$ cat src/rtl/xpt_step_sequencer.sv
// Execution-phase step sequencer: drives XPT/notXPT and the latched opcode Source/notSource to the opcode decoders.
// Optional watchdog recovery at MAX_XPT is enabled by defining XPT_SEQ_WATCHDOG_EN.
module xpt_step_sequencer #(
    parameter int FETCH_LEN = 4,
    parameter int MAX_XPT   = 20
) (
    input  logic       clk,
    input  logic       notReset,
    input  logic       step,
    input  logic       wait_req,
    input  logic [7:0] opcode_in,
    input  logic       PR_Reset_XPT,
    input  logic       P2_Set_CM1,
    output logic [4:0] XPT,
    output logic [4:0] notXPT,
    output logic [7:0] Source,
    output logic [7:0] notSource,
    output logic       CM1,
    output logic       decode_enable,
    output logic       seq_err
);

    typedef enum logic {
        FETCH = 1'b0,
        EXEC  = 1'b1
    } state_t;

    localparam logic [4:0] FETCH_LAST = 5'(FETCH_LEN - 1);
    localparam logic [4:0] EXEC_FIRST = 5'(FETCH_LEN);
    localparam logic [4:0] XPT_MAX    = 5'(MAX_XPT);

    state_t     state;
    state_t     state_n;
    logic [4:0] xpt_n;
    logic [7:0] src_n;
    logic       err_n;
    logic       adv;

    assign adv = step & ~wait_req;

    always_comb begin
        xpt_n   = XPT;
        src_n   = Source;
        state_n = state;
        err_n   = seq_err;
        if (adv) begin
            case (state)
                FETCH: begin
                    // Decoder feedback is meaningless until the opcode is latched.
                    if (XPT == FETCH_LAST) begin
                        src_n   = opcode_in;
                        xpt_n   = EXEC_FIRST;
                        state_n = EXEC;
                    end else begin
                        xpt_n = XPT + 5'd1;
                    end
                end
                EXEC: begin
                    if (PR_Reset_XPT) begin
                        xpt_n   = 5'd0;
                        state_n = FETCH;
                        if (!P2_Set_CM1) begin
                            err_n = 1'b1;
                        end
                    end else if (XPT < XPT_MAX) begin
                        xpt_n = XPT + 5'd1;
                    end else begin
`ifdef XPT_SEQ_WATCHDOG_EN
                        // Runaway instruction: flag it and fall back to fetching with a NOP latched.
                        err_n   = 1'b1;
                        xpt_n   = 5'd0;
                        state_n = FETCH;
                        src_n   = 8'h00;
`else
                        xpt_n   = XPT_MAX;
`endif
                    end
                end
                default: begin
                    state_n = FETCH;
                end
            endcase
        end
    end

    // Complements and state decodes are registered from the same next values so they never lag.
    always_ff @(posedge clk or negedge notReset) begin
        if (!notReset) begin
            state         <= FETCH;
            XPT           <= 5'd0;
            notXPT        <= 5'h1F;
            Source        <= 8'h00;
            notSource     <= 8'hFF;
            CM1           <= 1'b1;
            decode_enable <= 1'b0;
            seq_err       <= 1'b0;
        end else begin
            state         <= state_n;
            XPT           <= xpt_n;
            notXPT        <= ~xpt_n;
            Source        <= src_n;
            notSource     <= ~src_n;
            CM1           <= (state_n == FETCH);
            decode_enable <= (state_n == EXEC);
            seq_err       <= err_n;
        end
    end

endmodule

$ cat config.mk
export PLATFORM = sky130hd
export DESIGN_NAME = xpt_step_sequencer
export DESIGN_NICKNAME = d
export VERILOG_FILES = /design/src/rtl/xpt_step_sequencer.sv
export SDC_FILE = /design/constraint.sdc
export NUM_CORES = 1
export LEC_CHECK = 0
export CAP_MARGIN = 0
export CORE_ASPECT_RATIO = 1.75
export CORE_MARGIN = 2
export CORE_UTILIZATION = 38
export DETAILED_ROUTE_END_ITERATION = 8
export MAX_ROUTING_LAYER = met4
export PLACE_DENSITY = 0.81
export SETUP_SLACK_MARGIN = 0.3
export SLEW_MARGIN = 20
export SYNTH_ARGS = -nofsm -noshare
export SYNTH_HDL_FRONTEND = slang
export SYNTH_SLANG_ARGS = --single-unit
export TNS_END_PERCENT = 1
$ cat constraint.sdc
create_clock -name clk -period 2.1 [get_ports clk]
set_clock_uncertainty 0.2 [all_clocks]
set_input_delay 0.42 -clock clk [delete_from_list [all_inputs] [get_ports clk]]
set_output_delay 0.42 -clock clk [all_outputs]
set_load 0.02 [all_outputs]
==> metrics, run 1 <==
status finished, final reports clean; Yosys Warn Count 0; final wirelength 2590 um; CTS Root Cell clkbuf_8; # DRC 0; gr usage total between 15 and 20%; number of diodes 0; final hold vios 0; CP startpoint kind flop; Die Ht approximately 76 um; via count 843; clk sink count 29; routed metal-1 wire length 1020 um; Final min period about 2.1 ns; TritonCTS Buffers 5; area grow syn2layout 61.6%; core box area about 0.0029 sq mm; CTS clock-pin slew for the worst setup and hold paths 0.06 ns; register area 747 sq um; first-pass GRT wire length 3870 um; Rel. slew slack 74.3%; met3 WL 189 um; Power Total 2.65 mW; Worst Path Required 2.05 ns; crit end category flop; Worst Hold Launch seq_err; I/O pin total 43; sequential share of the synthesized area roughly two thirds; Yosys cell types 30; number of vias per cell 4.93; reg2reg path depth 5; number of global-route vias before repair 853; worst reg-to-reg setup slack 0.004 ns; First DRT Iteration DRCs 13; gp weighted congestion about 0.74; multi-input combinational cell area 355 sq um; CTS max path bufs 2; final setup vio count 0; CTS tree done; Mapped Area 0.00114 sq mm; register bit count reported by yosys 29; Die W between 40 and 50 um; Max Clock Freq 0.477 GHz; most frequent cell after synthesis dfrtp_1; post-CTS setup buffers 0; Final HPWL DP 1810 um; Crit Path Category reg2reg; Antenna Violating Nets Remaining 0; share of cells above drive strength 1 39.9%; hold depth 2; VDD IR max 744 uV; cell row count 26; first-pass detailed-route iteration total 5; WL per Instance 15.2 um; Starting Density between 30 and 40%; Die ar. 0.00347 sq mm; initial antenna violation count 0; grt ovf 0; routed wl met2 1350 um; RSZ-0062 raised after global routing true; Synth area leaders dfrtp_1 (33%), dfstp_2 (32%), mux2_4 (11%), inv_2 (2.6%), nand2_1 (2.3%); Layout Nets 157; final hold slack 0.266 ns; Syn Area/Cell 13.3 sq um; I/O Buffers 42; Cells after Synth 86; leakage power roughly 1.0 nW; Primary FF master, synth dfrtp_1; post-synth top area share 32.9%; H-tree levels 2; Slew Limit Fails 0; top routing layer in use met4; final worst path period share between 90% and 100%; crit path max fanout 5; Pwr Density 1440 mW/mm^2; max-cap violations 0; Worst Tran Pin Value 0.383 ns; area leader, netlist dfrtp_1; Critical Path AT 2.05 ns; Hold Crit Class reg2reg; Sum Neg Setup Slack 0 ns; filler instances 220; clk_lat worst skew between 0.2 and 0.3 ns; utilization after layout 63.7%; ys async rst share 100%; number of flops mapped to enable cells by yosys 0; largest net degree at the start of global routing 30; Hold Buf Count CTS 0; synth cell count leaders dfrtp_1 (15), dfstp_2 (14), inv_2 (8), mux2_4 (8), nand2_1 (7); Worst Hold Path EP seq_err; Post-Syn Nets 101
-- report_power, final --
group	switching, mW	leakage [nW]	internal (mW)
clock	0.193	0.0450	0.229
sequential	0.115	0.331	0.876
combinational	0.624	0.671	0.618
total	0.932	1.05	1.72
-- cell type report --
| class | count | area share, % |
|---|---|---|
| clock buffer | 6 | 3.93 |
| clock inverter | 2 | 0.543 |
| inverter | 13 | 2.65 |
| multi-input combinational | 41 | 19.3 |
| sequential | 29 | 40.5 |
| tap | 28 | 1.90 |
| timing repair buffer | 52 | 31.2 |
-- cells by family (layout without fill, tap and decap cells) --
logic type | Yosys count | after routing | synth area share [%]
DFF | 29 | 29 | 65.1
and+or+nand+nor | 18 | 18 | 8.44
buffers and inverters | 16 | 73 | 6.03
AOI/OAI and AO/OA | 14 | 14 | 8.77
muxes | 8 | 8 | 10.5
adders and majority gates | 1 | 1 | 1.10
-- worst max-delay path: stages, from the launching register on --
cell     delay (ns)
dfrtp_2        0.38
ha_4           0.14
or4b_4         0.45
or3_4          0.35
buf_6          0.14
mux2_4         0.31
-- metal layers --
layer | up-vias | track usage, %
met5 | - | -
li1 | 398 | -
met3 | 5 | 4.03
met4 | 0 | 6.18
met2 | 41 | 24.6
met1 | 399 | 18.0
-- layout by cell type, fill, tap and decap left out, types with 2 or more instances in the layout --
master / Yosys / routed
dfstp_2: 14 / 14
nand2_1: 7 / 7
dfrtp_1: 15 / 12
o21ai_1: 0 / 2
clkdlybuf4s50_1: 0 / 13
clkbuf_8: 0 / 5
mux2_4: 8 / 8
dlymetal6s2s_1: 0 / 29
a21o_1: 2 / 2
nor2_1: 2 / 2
o211ai_1: 2 / 2
buf_6: 1 / 2
clkinv_2: 0 / 2
a21oi_1: 2 / 2
inv_2: 8 / 8
dfrtp_2: 0 / 3
buf_4: 0 / 8
inv_1: 5 / 5
-- per-stage QoR --
step                      instance area, sq um  setup slack (ns)  instances
after global placement                    1670           -0.0697        163
after detailed placement                  1670           -0.0928        163
after global routing                      1840           -0.0280        171
final                                     1840           0.00350        171
after floorplan                           1160           -0.0589         86
after CTS                                 1770           0.00427        171
-- timing repair --
| action | in CTS | in global routing |
|---|---|---|
| pin swaps | 0 | 4 |
| hold endpoints to repair | 0 | 0 |
| setup endpoints to repair | 52 | 53 |
| gates resized for setup | 4 | 33 |
-- worst max path at each step --
stage	from	end	slack (ns)	cells past startpoint
after floorplan	flop	flop	-0.06	5
after global placement	wait_req	flop	-0.07	5
after detailed placement	wait_req	flop	-0.09	5
after CTS	flop	flop	0.004	5
after global routing	flop	flop	-0.03	5
final	flop	flop	0.004	5
Power figures use the tool's default switching activity.
==> run 2, diff against run 1 <==
--- a/config.mk
+++ b/config.mk
@@ -5,6 +5,7 @@
 export SDC_FILE = /design/constraint.sdc
 export NUM_CORES = 1
 export LEC_CHECK = 0
+export ABC_CLOCK_PERIOD_IN_PS = 2100
 export CAP_MARGIN = 0
 export CORE_ASPECT_RATIO = 1.75
 export CORE_MARGIN = 2
==> results of run 2 <==
No change in the layout: final DEF, timing and power equal those of run 1.
